**src/rtl/bcd_run_ctrl_if.sv**
```systemverilog
// rtl/bcd_run_ctrl_if.sv - command pulses and counter/display outputs of bcd_run_ctrl
interface bcd_run_ctrl_if;
  logic        start;
  logic        stop;
  logic        clear;
  logic [15:0] bcd;
  logic [1:0]  state;
  logic        wrap;
  logic [3:0]  an;
  logic [6:0]  seg;

  modport master (
    output start, stop, clear,
    input  bcd, state, wrap, an, seg
  );

  modport slave (
    input  start, stop, clear,
    output bcd, state, wrap, an, seg
  );
endinterface

```
**src/rtl/bcd_run_ctrl.sv**
```systemverilog
// rtl/bcd_run_ctrl.sv - run/stop sequencer for a 4-digit BCD counter with multiplexed 7-segment scan
module bcd_run_ctrl #(
  parameter int TICK_DIV = 50000000,
  parameter int SCAN_DIV = 50000
) (
  input logic           mclk,
  input logic           rst,
  bcd_run_ctrl_if.slave bus
);
  localparam int PW = $clog2(TICK_DIV);
  localparam int SW = (SCAN_DIV > 1) ? $clog2(SCAN_DIV) : 1;
  localparam logic [PW-1:0] PRESC_LAST = PW'(TICK_DIV - 1);
  localparam logic [SW-1:0] SCAN_LAST  = SW'(SCAN_DIV - 1);

  typedef enum logic [1:0] {
    S_IDLE  = 2'b00,
    S_RUN   = 2'b01,
    S_PAUSE = 2'b10
  } state_t;

  state_t          state_q, state_d;
  logic [PW-1:0]   presc_q, presc_d;
  logic [15:0]     bcd_q, bcd_d;
  logic            wrap_q, wrap_d;
  logic [SW-1:0]   scan_q;
  logic [1:0]      sel_q;
  logic            tick;
  logic            carry;
  logic [3:0]      digit;
  logic [3:0]      shown;
  logic [6:0]      seg_d;

  assign tick = (state_q == S_RUN) && (presc_q == PRESC_LAST);

  always_comb begin
    state_d = state_q;
    presc_d = presc_q;
    bcd_d   = bcd_q;
    wrap_d  = 1'b0;
    carry   = 1'b1;
    digit   = 4'd0;

    // clear outranks stop, stop outranks start; unlisted pulses fall through
    case (state_q)
      S_IDLE:  if (!bus.clear && bus.start) state_d = S_RUN;
      S_RUN: begin
        if (bus.clear)     state_d = S_IDLE;
        else if (bus.stop) state_d = S_PAUSE;
      end
      S_PAUSE: begin
        if (bus.clear)      state_d = S_IDLE;
        else if (bus.start) state_d = S_RUN;
      end
      default: state_d = S_IDLE;
    endcase

    case (state_q)
      S_RUN:   presc_d = tick ? '0 : presc_q + 1'b1;
      S_PAUSE: presc_d = presc_q;
      default: presc_d = '0;
    endcase

    // ripple the carry through the digits; a carry out of digit 3 is the rollover
    if (tick) begin
      for (int k = 0; k < 4; k++) begin
        digit = bcd_q[4*k +: 4];
        if (carry) begin
          if (digit == 4'd9) begin
            bcd_d[4*k +: 4] = 4'd0;
          end else begin
            bcd_d[4*k +: 4] = digit + 4'd1;
            carry           = 1'b0;
          end
        end
      end
      wrap_d = carry;
    end

    if (bus.clear) begin
      bcd_d   = '0;
      presc_d = '0;
      wrap_d  = 1'b0;
    end
  end

  always_ff @(posedge mclk) begin
    if (!rst) begin
      state_q <= S_IDLE;
      presc_q <= '0;
      bcd_q   <= '0;
      wrap_q  <= 1'b0;
    end else begin
      state_q <= state_d;
      presc_q <= presc_d;
      bcd_q   <= bcd_d;
      wrap_q  <= wrap_d;
    end
  end

  always_ff @(posedge mclk) begin
    if (!rst) begin
      scan_q <= '0;
      sel_q  <= 2'd0;
    end else if (scan_q == SCAN_LAST) begin
      scan_q <= '0;
      sel_q  <= sel_q + 2'd1;
    end else begin
      scan_q <= scan_q + 1'b1;
    end
  end

  assign shown = bcd_q[{sel_q, 2'b00} +: 4];

  always_comb begin
    seg_d = 7'h7f;
    case (shown)
      4'd0: seg_d = 7'h40;
      4'd1: seg_d = 7'h79;
      4'd2: seg_d = 7'h24;
      4'd3: seg_d = 7'h30;
      4'd4: seg_d = 7'h19;
      4'd5: seg_d = 7'h12;
      4'd6: seg_d = 7'h02;
      4'd7: seg_d = 7'h78;
      4'd8: seg_d = 7'h00;
      4'd9: seg_d = 7'h10;
      default: seg_d = 7'h7f;
    endcase
  end

  assign bus.bcd   = bcd_q;
  assign bus.state = state_q;
  assign bus.wrap  = wrap_q;
  assign bus.an    = ~(4'b0001 << sel_q);
  assign bus.seg   = seg_d;
endmodule

```
**src/flat_wrapper.sv**
```systemverilog
// flat-port wrapper written by rule: the top's interface ports become plain ports
module bcd_run_ctrl_flat 
#(
  parameter int TICK_DIV = 50000000,
  parameter int SCAN_DIV = 50000
)
  (mclk, rst, bus_start, bus_stop, bus_clear, bus_bcd, bus_state, bus_wrap, bus_an, bus_seg);
  bcd_run_ctrl_if bus_i ();
  input logic mclk;
  input logic rst;
  input wire logic [$bits(bus_i.start)-1:0] bus_start;
  input wire logic [$bits(bus_i.stop)-1:0] bus_stop;
  input wire logic [$bits(bus_i.clear)-1:0] bus_clear;
  output wire logic [$bits(bus_i.bcd)-1:0] bus_bcd;
  output wire logic [$bits(bus_i.state)-1:0] bus_state;
  output wire logic [$bits(bus_i.wrap)-1:0] bus_wrap;
  output wire logic [$bits(bus_i.an)-1:0] bus_an;
  output wire logic [$bits(bus_i.seg)-1:0] bus_seg;
  assign bus_i.start = bus_start;
  assign bus_i.stop = bus_stop;
  assign bus_i.clear = bus_clear;
  assign bus_bcd = bus_i.bcd;
  assign bus_state = bus_i.state;
  assign bus_wrap = bus_i.wrap;
  assign bus_an = bus_i.an;
  assign bus_seg = bus_i.seg;
  bcd_run_ctrl #(.TICK_DIV(TICK_DIV), .SCAN_DIV(SCAN_DIV)) u_core (.mclk(mclk), .rst(rst), .bus(bus_i));
endmodule
```
**config.mk**
```make
export PLATFORM = sky130hd
export DESIGN_NAME = bcd_run_ctrl_flat
export DESIGN_NICKNAME = d
export VERILOG_FILES = /design/src/rtl/bcd_run_ctrl_if.sv /design/src/rtl/bcd_run_ctrl.sv /design/src/flat_wrapper.sv
export SDC_FILE = /design/constraint.sdc
export NUM_CORES = 1
export LEC_CHECK = 0
export ABC_AREA = 1
export BUFFER_PORTS_ARGS = -buffer_cell sky130_fd_sc_hd__buf_2
export CAP_MARGIN = 20
export CORE_MARGIN = 10
export CORE_UTILIZATION = 45
export DETAILED_ROUTE_END_ITERATION = 10
export PLACE_DENSITY_LB_ADDON = 0.08
export RECOVER_POWER = 25
export SYNTH_ARGS = -nofsm -noshare
export SYNTH_HDL_FRONTEND = slang
export SYNTH_SLANG_ARGS = --single-unit
```
**constraint.sdc**
```tcl
create_clock -name mclk -period 4.76 [get_ports mclk]
set_input_delay 0.476 -clock mclk [delete_from_list [all_inputs] [get_ports mclk]]
set_output_delay 0.476 -clock mclk [all_outputs]
set_load 0.02 [all_outputs]
```
# ---- Word level (Yosys, flattened, before mapping)
# Memories as Yosys holds them, arrays and structs flattened.
# Index checks and enable logic that the tools add are counted.
dict set report word_totals {
  out_inout_bits 30
  register_bits 63
  memories 1
  romBits 112
}
# name depth width rd rd_ports_with_merged_regs write_ports line
set mem_list {}
lappend mem_list {{(no name shown)} 16 7 1 0 0 bcd_run_ctrl.sv:116} ;# case (shown)
dict set report classes {
  n_shift 2
  add_sub_neg 7
  n_reduce_logical 11
  mux 21
  eq_ne 11
  bitwise_logic 4
}
# op count
set ops {}
lappend ops {{26-bit one-hot mux with 2 select lines} 1}
lappend ops {{26-bit by 1-bit adder with 26-bit output, second input constant} 1}
lappend ops {{26-bit equality test, second input constant} 1}
lappend ops {{26-bit two-way mux} 1}
lappend ops {{16-bit by 1-bit adder with 16-bit output, second input constant} 1}
lappend ops {{4-bit by 1-bit adder with 4-bit output, second input constant} 4}
lappend ops {{16-bit equality test, second input constant} 1}
lappend ops {{4-bit equality test, second input constant} 4}
lappend ops {{4-bit two-way mux} 4}
lappend ops {{16-bit by 5-bit variable part select with 4-bit output} 1}
lappend ops {{2-bit two-way mux} 5}
lappend ops {{1-bit two-way mux} 9}
lappend ops {{3-bit inequality test, second input constant} 2}
lappend ops {{2-bit one-hot mux with 3 select lines} 1}
lappend ops {{2-bit AND reduction} 3}
lappend ops {{4-bit inverter} 1}
lappend ops {{2-bit OR reduction} 2}
lappend ops {{4-bit OR reduction} 1}
lappend ops {{1-bit by 2-bit << shifter with 4-bit output, first input constant} 1}
lappend ops {{1-bit inverter} 3}
lappend ops {{3-bit AND reduction} 1}
lappend ops {{2-bit by 1-bit adder with 2-bit output, second input constant} 1}
lappend ops {{2-bit by 1-bit equality test with 1-bit output, second input constant} 1}
lappend ops {{2-bit equality test, second input constant} 1}
lappend ops {{other kinds (4)} 5}

# ---- Depth between registers and ports, before layout
# Gate-level depths: netlist of run 1.
dict set report logic_depth {
  depth_word 9
  mapped_depth 11
}

# ---- Least setup slack after synthesis of run 1
# No wires, ideal clock.
dict set report synth_timing {
  path_kind {reg2out}
  from {register u_core.bcd_q[13], in the netlist u_core.bus.bcd[13]}
  to {output bus_seg[2]}
  stages_incl_launch_ff 8
  path_buffers 0
  required_ns 4.284
  setup_slack_ns 2.504
  arrival_time_ns 1.780
  cell_sequence {dfxtp_1 inv_1 o211ai_1 nand2_1 inv_1 ha_1 inv_1 o31ai_1}
}
dict set report synth_between {
  elab_chain_cells 2
}
# item line
set synth_rtl {}
lappend synth_rtl {{start, declared} bcd_run_ctrl.sv:23} ;# logic [15:0] bcd_q, bcd_d;
lappend synth_rtl {{start signal, assigned} bcd_run_ctrl.sv:90} ;# bcd_q <= '0;
lappend synth_rtl {{start signal, assigned} bcd_run_ctrl.sv:95} ;# bcd_q <= bcd_d;
lappend synth_rtl {{16-bit by 5-bit variable part select with 4-bit output} bcd_run_ctrl.sv:112} ;# assign shown = bcd_q[{sel_q, 2'b00} +: 4];
lappend synth_rtl {{memory 16 x 7 bit} n/a}
lappend synth_rtl {{end, declared} flat_wrapper.sv:18} ;# output wire logic [$bits(bus_i.seg)-1:0] bus_seg;
# No other way between the ends.

# ---- Final worst setup path of run 1
dict set report layout_timing {
  from {register u_core.sel_q[0]}
  to {output bus_seg[4]}
}
dict set report layout_between {
  elab_chain_cells 2
}
# item line
set layout_rtl {}
lappend layout_rtl {{start, declared} bcd_run_ctrl.sv:26} ;# logic [1:0] sel_q;
lappend layout_rtl {{start signal, assigned} bcd_run_ctrl.sv:106} ;# sel_q <= sel_q + 2'd1;
lappend layout_rtl {{16-bit by 5-bit variable part select with 4-bit output} bcd_run_ctrl.sv:112}
lappend layout_rtl {{memory 16 x 7 bit} n/a}
# No other way between the ends.

==> results.txt, run 1 <==
CP endpoint kind: primary output
Sink Count: 63
Warnings from Yosys: 0
FMAX: 361 MHz
Pleak: 0.00148 uW
Die H: 112 um
Gr usage total: 14.3%
Flops & latches, synth: 63
Die Area: 12500 sq um
Post-synthesis cell type count: 37
Max Clock Skew: 0.0157 ns
CTS tree: yes
H-tree Lvls: 3
Share of the synthesized area in the top cell type: 33.1%
Multi-input gate area: 2180 sq um
Slew HR: 17.7%
Max Cap Viol: 0
Most common cell on crit path: inv_1
Setup bufs post-CTS: 0
Fin. Hold Viols: 0
Port buffer count: 34
Syn Std Cell Area: 3810 sq um
Final nets: 631
Vias per inst: 5.04
Overall power: 1020 uW
DR vias: 3656
Max Slew Vio Count: 0
GPL Wtd Cong: 0.879
First-pass GRT wire length: 15500 um
Vias in the first global route: 3465
Synth area leaders: dfxtp_1, nand2_1, nor2_1, a21oi_1, inv_1
Critical path type: reg -> out
Total CTS buffers: 9
Power Dens Cells: 242 nW/um^2
Final ANT Viol Nets: 0
Critical-path top delay cell: dfxtp_1
Detailed Place HPWL: 6770 um
Clock slew at reported path FFs: 0.06 ns
Fill cell count: 881
Post-Syn Area per Cell: 6.56 sq um
DR iter-0 viols: 248
Worst min path class: in -> reg
Core ar.: 8220 sq um
Starting Density: 46.3%
Setup TNS: 0 ns
Hold buffers post-CTS: 0
Crit path largest cell delay: 0.61 ns
Post-layout util: 51.3%
Peak supply drop: 0.000178 V
Actual slew at the worst max-slew pin: 1.23 ns
CP arrival: 2.29 ns
Wire per inst: 12.4 um
Post-CTS sizing: 0
Die W: 112 um
Unrepaired setup endpoints after global routing: false
Residual DRC: 0
Outcome: complete, no violations
Initial antenna violation count: 0
Worst-case clock buffer depth: 2
Yosys top cell by area: dfxtp_1
Final number of setup-violating endpoints: 0
Sequential cell area: 1260 sq um
Worst hold margin: 0.402 ns
Boundary Pins: 35
First-pass DRT Iterations: 5
Area grow syn2layout: 10.7%
Root Driver: clkbuf_8
Largest net degree at the start of global routing: 25
Crit share post-route: 58.2%
N_diodes: 0
Post-synthesis cell count: 580
GR Overflow Total: 0
Seq/Total Area, Yosys: 33.1%
DRT Wirelength: 9000 um
CP max FO: 16
Crit path cell chain: inv_1 > nand2_1 > o211ai_1 > nand2_1 > inv_1 > ha_1 > inv_1 > o21ai_0 > o21ai_0 > buf_2
Final min period: 2.77 ns
Share of cells above drive strength 1: 11.5%
Site Rows: 33
Worst EP required: 4.28 ns
Syn_nets: 596
Clock latency on the worst-skew pair: 0.35 ns
CP Launch Type: flip-flop
==> layer usage <==
layer,part of all wire [%],GRT usage (%),vias to the layer above,wire length (um)
met4,1.9,6.26,0,175
met2,48,25.2,54,4350
met3,3.9,2.90,15,353
met1,46,16.3,1649,4120
li1,-,-,1938,-
met5,0,0,-,0
==> final timing paths <==
path                                  start                          endpoint  slack [ns]  cells after the start
max            u_core.sel_q[0]$_SDFFE_PN0N_                        bus_seg[4]        1.99                     10
min                                bus_stop  u_core.bus.state[0]$_SDFFE_PN0P_        0.40                      4
max reg2reg  u_core.presc_q[1]$_SDFFE_PP0P_    u_core.bus.bcd[2]$_SDFFE_PP0P_        2.49                     10
min reg2reg     u_core.scan_q[0]$_SDFF_PP0_       u_core.scan_q[0]$_SDFF_PP0_        0.46                      1
==> power by group <==
group	internal [uW]	switching, uW	total [uW]
clock network	240	222	463
registers	530	1.92	532
logic	6.40	20.4	26.8
==> cells by family after synthesis <==
family / share of synthesized area, %
simple gates: 37.8
buf+inv: 9.47
compound gates: 11.1
flops: 33.1
xor+xnor: 4.83
fa+ha+maj: 3.62
==> synthesized netlist by cell type <==
master,instances
a21o_1,1
a21oi_1,47
and2_1,2
buf_2,3
buf_4,3
buf_6,1
clkbuf_1,4
clkinv_1,3
dfxtp_1,63
ha_1,11
inv_1,59
inv_2,17
nand2_1,138
nand2_2,5
nand3_1,32
nand3_2,3
nand3_4,1
nand3b_1,2
nand4_1,22
nor2_1,73
nor2_2,8
nor2_4,5
nor3_1,13
nor3b_1,1
nor3b_2,1
nor4_1,3
o211ai_1,2
o21ai_0,17
o21ai_1,10
o21ai_2,1
o21bai_1,2
o31ai_1,1
or2_0,2
or2_2,2
or4_1,1
xnor2_1,4
xor2_1,17
==> final cells by class <==
class | count | share of cell area [%]
timing repair buffer | 35 | 3.56
tap | 105 | 3.12
clock inverter | 6 | 1.46
multi-input combinational | 427 | 51.9
inverter | 79 | 7.04
clock buffer | 10 | 3.03
sequential | 63 | 29.9
==> per-stage QoR <==
| step | area (sq um) | setup WS, ns | cells |
|---|---|---|---|
| after floorplan | 3810 | 2.50 | 580 |
| after global placement | 4050 | 2.44 | 709 |
| after detailed placement | 4050 | 2.34 | 709 |
| after CTS | 4240 | 1.98 | 725 |
| after global routing | 4210 | 1.66 | 725 |
| final | 4210 | 1.99 | 725 |
==> sequential cells by signal (all words and copies together), names as in the netlist <==
register / flops
u_core.presc_q: 26
u_core.bus.wrap: 1
u_core.bus.bcd: 16
u_core.bus.state: 2
u_core.sel_q: 2
u_core.scan_q: 16
==> critical path: cells and delay by family, from the launching register on <==
kind	cells	cell delay [ns]
DFF	1	0.61
buffers and inverters	4	0.57
AOI/OAI and AO/OA	3	0.30
and+or+nand+nor	2	0.29
adders and majority gates	1	0.20
==> layout by cell type, fill, tap and decap left out, drive strengths merged, types with 13 or more instances in the layout <==
cell | synthesis | final
nand3 | 36 | 36
nand4 | 22 | 22
a21oi | 47 | 47
xor2 | 17 | 17
o21ai | 28 | 28
dfxtp | 63 | 63
nor2 | 86 | 86
clkbuf | 4 | 30
buf | 7 | 15
inv | 76 | 76
nand2 | 143 | 143
nor3 | 13 | 13
(Power assumes the default switching activity.)
==> run 2: changes to the inputs <==
==> constraint.sdc (replaced) <==
create_clock -name mclk -period 2.8 [get_ports mclk]
set_input_delay 0.28 -clock mclk [delete_from_list [all_inputs] [get_ports mclk]]
set_output_delay 0.28 -clock mclk [all_outputs]
set_load 0.02 [all_outputs]
==> results.txt, run 2 (synthesized netlist as in run 1, its figures left out) <==
Outcome: complete, no violations (unchanged)
Post-CTS sizing: 0 (unchanged)
CTS tree: yes (unchanged)
CP Launch Type: flip-flop (unchanged)
Worst EP required: 2.52 ns (was 4.28 ns)
Reg2reg start: u_core.bus.state[0]$_SDFFE_PN0P_ (was u_core.presc_q[1]$_SDFFE_PP0P_)
Site Rows: 33 (unchanged)
First-pass GRT wire length: 15600 um (was 15500 um)
Clock latency on the worst-skew pair: 0.34 ns (was 0.35 ns)
Max reg flops: 26 (unchanged)
Actual slew at the worst max-slew pin: 1.13 ns (was 1.23 ns)
Vias per inst: 5.00 (was 5.04)
Most common cell after layout, fill and taps aside: nand2_1 (unchanged)
Crit share post-route: 84.6%
Peak supply drop: 0.000287 V (was 0.000178 V)
Final min period: 2.37 ns
Clock slew at reported path FFs: 0.07 ns (was 0.06 ns)
Share of cells above drive strength 1: 11.5% (unchanged)
Placed Instances: 710 (was 709)
CP max FO: 16 (unchanged)
Total CTS buffers: 9 (unchanged)
Sink Count: 63 (unchanged)
Commonest non-fill, non-tap cells in the layout: nand2_1, nor2_1, dfxtp_1 (unchanged)
Hold buffers post-CTS: 0 (unchanged)
Area grow syn2layout: 11.1% (was 10.7%)
Fin. Hold Viols: 0 (unchanged)
Die Area: 12500 sq um (unchanged)
Final ANT Viol Nets: 0 (unchanged)
Worst min path class: in -> reg (unchanged)
Wire per inst: 12.4 um (about the same)
Vias in the first global route: 3477 (was 3465)
Top reg by flops: u_core.presc_q (unchanged)
DR iter-0 viols: 183 (was 248)
Final nets: 632 (was 631)
Slew HR: 24.7% (was 17.7%)
Die W: 112 um (unchanged)
N_diodes: 0 (unchanged)
Max Slew Vio Count: 0 (unchanged)
Root Driver: clkbuf_8 (unchanged)
Detailed Place HPWL: 6760 um (was 6770 um)
First-pass DRT Iterations: 5 (unchanged)
DRT Wirelength: 9010 um (was 9000 um)
Largest net degree at the start of global routing: 23 (was 25)
Gr usage total: 14.5% (was 14.3%)
Worst hold margin: 0.215 ns (was 0.402 ns)
Fill cell count: 856 (was 881)
Residual DRC: 0 (unchanged)
Die H: 112 um (unchanged)
Finished Layout Cells: 725 (unchanged)
Worst-case clock buffer depth: 2 (unchanged)
FMAX: 422 MHz
GPL Wtd Cong: 0.859 (was 0.879)
Hold Path Stages: 4 (unchanged)
Port buffer count: 34 (unchanged)
Max Clock Skew: 0.00963 ns (was 0.0157 ns)
Min-delay src: bus_stop (unchanged)
Critical path type: reg -> out (unchanged)
Pleak: 0.00149 uW (was 0.00148 uW)
Crit path launch: u_core.sel_q[0]$_SDFFE_PN0N_ (unchanged)
GR Overflow Total: 0 (unchanged)
Unrepaired setup endpoints after global routing: false (unchanged)
Setup TNS: 0 ns (unchanged)
Starting Density: 46.3% (unchanged)
CP endpoint kind: primary output (unchanged)
Worst reg-to-reg path cell count: 6 (was 10)
Boundary Pins: 35 (unchanged)
H-tree Lvls: 3 (unchanged)
Max Cap Viol: 0 (unchanged)
Setup bufs post-CTS: 0 (unchanged)
DR vias: 3628 (was 3656)
Power Dens Cells: 416 nW/um^2 (was 242 nW/um^2)
CP arrival: 2.09 ns (was 2.29 ns)
Final number of setup-violating endpoints: 0 (unchanged)
Core ar.: 8220 sq um (unchanged)
Initial antenna violation count: 0 (unchanged)
==> run 2: changes by cell type in the layout (fill, tap and decap cells not counted), sizes merged <==
cell | previous run | this run
buf | 15 | 16
clkbuf | 30 | 32
clkinv | 7 | 4
==> run 2: layout make-up <==
| class | count | area, sq um | area share (%) |
|---|---|---|---|
| inverter | 79 | 297 | 7.01 |
| tap | 105 | 131 | 3.11 |
| clock inverter | 3 | 42.5 | 1.01 |
| sequential | 63 | 1260 | 29.9 |
| timing repair buffer | 36 | 158 | 3.73 |
| clock buffer | 12 | 155 | 3.67 |
| multi-input combinational | 427 | 2180 | 51.6 |
==> run 2: worst paths after layout <==
path	endpoint	slack (ns)
setup reg to reg	u_core.bus.bcd[11]$_SDFFE_PP0P_	0.67
hold / removal	u_core.bus.state[0]$_SDFFE_PN0P_	0.22
setup / recovery	bus_seg[4]	0.43
hold reg to reg	u_core.scan_q[0]$_SDFF_PP0_	0.46
==> run 2: power by group <==
| group | internal [uW] | switching, uW |
|---|---|---|
| combinational | 10.7 | 34.5 |
| clock | 454 | 357 |
| sequential | 901 | 3.32 |
| total | 1370 | 395 |
==> run 2: per-layer routing <==
metal | vias to the layer above | GRT usage [%] | wire, um
met5 | - | 0 | 0
met4 | 0 | 5.08 | 140
met3 | 9 | 3.76 | 361
met2 | 43 | 25.4 | 4380
met1 | 1631 | 16.8 | 4130
li1 | 1945 | - | -
==> run 2: critical path: stages, from the launching register on <==
cell	delay [ns]
dfxtp_2	0.48
inv_1	0.16
nand2_1	0.08
o211ai_1	0.08
nand2_1	0.17
inv_1	0.11
ha_1	0.20
inv_1	0.06
o21ai_0	0.08
o21ai_0	0.15
buf_2	0.19
==> run 2: through the flow <==
stage | instance area (sq um) | power (uW) | utilization (%) | setup WS, ns
after floorplan | 3810 | 957 | - | 0.740
after global placement | 4060 | 971 | 49.4 | 0.652
after detailed placement | 4060 | 972 | 49.4 | 0.583
after CTS | 4260 | 1790 | 51.8 | 0.203
after global routing | 4230 | 1820 | 51.5 | 0.173
final | 4230 | 1760 | 51.5 | 0.431
==> run 3: changes to the inputs <==
==> constraint.sdc (replaced) <==
create_clock -name mclk -period 2 [get_ports mclk]
set_input_delay 0.2 -clock mclk [delete_from_list [all_inputs] [get_ports mclk]]
set_output_delay 0.2 -clock mclk [all_outputs]
set_load 0.02 [all_outputs]
==> results.txt, run 3 (synthesized netlist as in run 1, its figures left out) <==
DR vias: 3834 (was 3628)
Die W: 112 um (unchanged)
Final min period: 2.10 ns
Gr usage total: 15.1% (was 14.5%)
Worst min path class: in -> reg (unchanged)
Worst EP required: 1.80 ns (was 2.52 ns)
Sink Count: 63 (unchanged)
Max Clock Skew: 0.0100 ns (was 0.00963 ns)
R2R setup slack: 0.27 ns (was 0.67 ns)
Die H: 112 um (unchanged)
Largest net degree at the start of global routing: 23 (unchanged)
Worst hold margin: 0.133 ns (was 0.215 ns)
Initial antenna violation count: 0 (unchanged)
Outcome: finished, violations left (was complete, no violations)
Setup WS post-layout: -0.104 ns (was 0.431 ns)
H-tree Lvls: 3 (unchanged)
Port buffer count: 34 (unchanged)
Post-layout util: 55.9% (was 51.5%)
Die Area: 12500 sq um (unchanged)
CTS tree: yes (unchanged)
Max Slew Vio Count: 0 (unchanged)
Crit share post-route: 105%
Worst-case clock buffer depth: 2 (unchanged)
Share of cells above drive strength 1: 19.2% (was 11.5%)
First-pass DRT Iterations: 5 (unchanged)
FMAX: 475 MHz
Comb power frac: 2.8% (was 2.6%)
Placed Instances: 717 (was 710)
Crit path launch: u_core.sel_q[0]$_SDFFE_PN0N_ (unchanged)
Final ANT Viol Nets: 0 (unchanged)
Critical path type: reg -> out (unchanged)
Final number of setup-violating endpoints: 6 (was 0)
Reg2reg start: u_core.bus.bcd[4]$_SDFFE_PP0P_ (was u_core.bus.state[0]$_SDFFE_PN0P_)
CP arrival: 1.90 ns (was 2.09 ns)
Worst reg-to-reg path cell count: 8 (was 6)
Pleak: 0.00164 uW (was 0.00149 uW)
Int Pwr: 1910 uW (was 1370 uW)
Clock latency on the worst-skew pair: 0.34 ns (about the same)
Final nets: 654 (was 632)
GR Overflow Total: 0 (unchanged)
Clock slew at reported path FFs: 0.07 ns (about the same)
Max Cap Viol: 0 (unchanged)
Root Driver: clkbuf_8 (unchanged)
Vias in the first global route: 3557 (was 3477)
Max reg flops: 26 (unchanged)
Slew HR: 66.2% (was 24.7%)
Failing checks: setup timing
Fin. Hold Viols: 0 (unchanged)
Most common cell after layout, fill and taps aside: nand2_1 (unchanged)
Starting Density: 46.3% (unchanged)
Power Dens Cells: 534 nW/um^2 (was 416 nW/um^2)
Fill cell count: 846 (was 856)
CP endpoint kind: primary output (unchanged)
Residual DRC: 0 (unchanged)
Clock power share: 45.7% (was 46.1%)
DRT Wirelength: 9740 um (was 9010 um)
CP max FO: 6 (was 16)
Hold Path Stages: 4 (unchanged)
Area grow syn2layout: 20.6% (was 11.1%)
DR iter-0 viols: 177 (was 183)
Unrepaired setup endpoints after global routing: true (was false)
Commonest non-fill, non-tap cells in the layout: nand2_1, nor2_1, dfxtp_1 (unchanged)
Detailed Place HPWL: 6980 um (was 6760 um)
Top reg by flops: u_core.presc_q (unchanged)
First-pass GRT wire length: 16200 um (was 15600 um)
Wire per inst: 13.0 um (was 12.4 um)
CP Launch Type: flip-flop (unchanged)
Boundary Pins: 35 (unchanged)
Actual slew at the worst max-slew pin: 0.507 ns (was 1.13 ns)
Finished Layout Cells: 747 (was 725)
Site Rows: 33 (unchanged)
Switching share of power: 22.0% (was 22.4%)
Vias per inst: 5.13 (was 5.00)
Sequential share of power: 51.5% (was 51.4%)
Switching pwr: 540 uW (was 395 uW)
Total CTS buffers: 9 (unchanged)
GPL Wtd Cong: 0.877 (was 0.859)
Peak supply drop: 0.000330 V (was 0.000287 V)
N_diodes: 0 (unchanged)
Overall power: 2450 uW (was 1760 uW)
Core ar.: 8220 sq um (unchanged)
Min-delay src: bus_stop (unchanged)
## run 3: metrics by stage
stage          setup TNS, ns  instance area, sq um  worst slack, ns
2_1_floorplan              0                  3810           0.0197
3_3_place_gp               0                  4120            0.169
3_5_place_dp               0                  4120            0.107
4_1_cts               -0.519                  4500          -0.0896
5_1_grt                -1.06                  4590           -0.178
6_report              -0.425                  4590           -0.104
## run 3: worst max-delay path, cell delays in order (launching register included)
cell	delay (ns)
dfxtp_4	0.37
buf_6	0.14
a21oi_4	0.15
o21ai_4	0.08
nand2_4	0.11
buf_6	0.12
ha_4	0.13
inv_2	0.03
o31ai_2	0.25
buf_4	0.19
## run 3: layer usage
layer | vias up | routed length [um] | global-route usage, %
met1 | 1759 | 4350 | 18.0
met2 | 77 | 4730 | 25.6
li1 | 1981 | - | -
met3 | 17 | 454 | 3.97
met4 | 0 | 201 | 5.08
met5 | - | 0 | 0
## run 3: layout make-up
| type | count | area (sq um) | share of cell area (%) |
|---|---|---|---|
| inverters | 79 | 304 | 6.62 |
| clock buffers | 12 | 155 | 3.38 |
| well taps | 105 | 131 | 2.86 |
| flip-flops and latches | 63 | 1270 | 27.7 |
| clock inverters | 3 | 42.5 | 0.927 |
| multi-input cells | 427 | 2310 | 50.3 |
| repair buffers | 58 | 375 | 8.18 |
## run 3: power by group through the flow
stage | registers [uW] | clock network (uW) | logic (uW)
global placement | 1290 | 0 | 70.9
CTS | 1260 | 1170 | 72.0
detailed placement | 1290 | 0 | 71.9
global route | 1260 | 1220 | 79.4
floorplan | 1300 | 0 | 45.0
finish | 1260 | 1120 | 69.4
## run 3: path summary, 6_finish.rpt
path	endpoint
worst max-delay path	bus_seg[2]
worst min-delay path	u_core.bus.state[0]$_SDFFE_PN0P_
worst max register to register	u_core.bus.bcd[14]$_SDFFE_PP0P_
worst min register to register	u_core.scan_q[0]$_SDFF_PP0_
## run 3: repair_timing
action | in CTS | in global routing
gates cloned | 1 | 0
pin swaps | 11 | 11
buffers inserted | 9 | 5
hold buffers | 0 | 0
setup endpoints to repair | 7 | 7
endpoints found under the hold margin | 0 | 0
resized for setup | 39 | 22
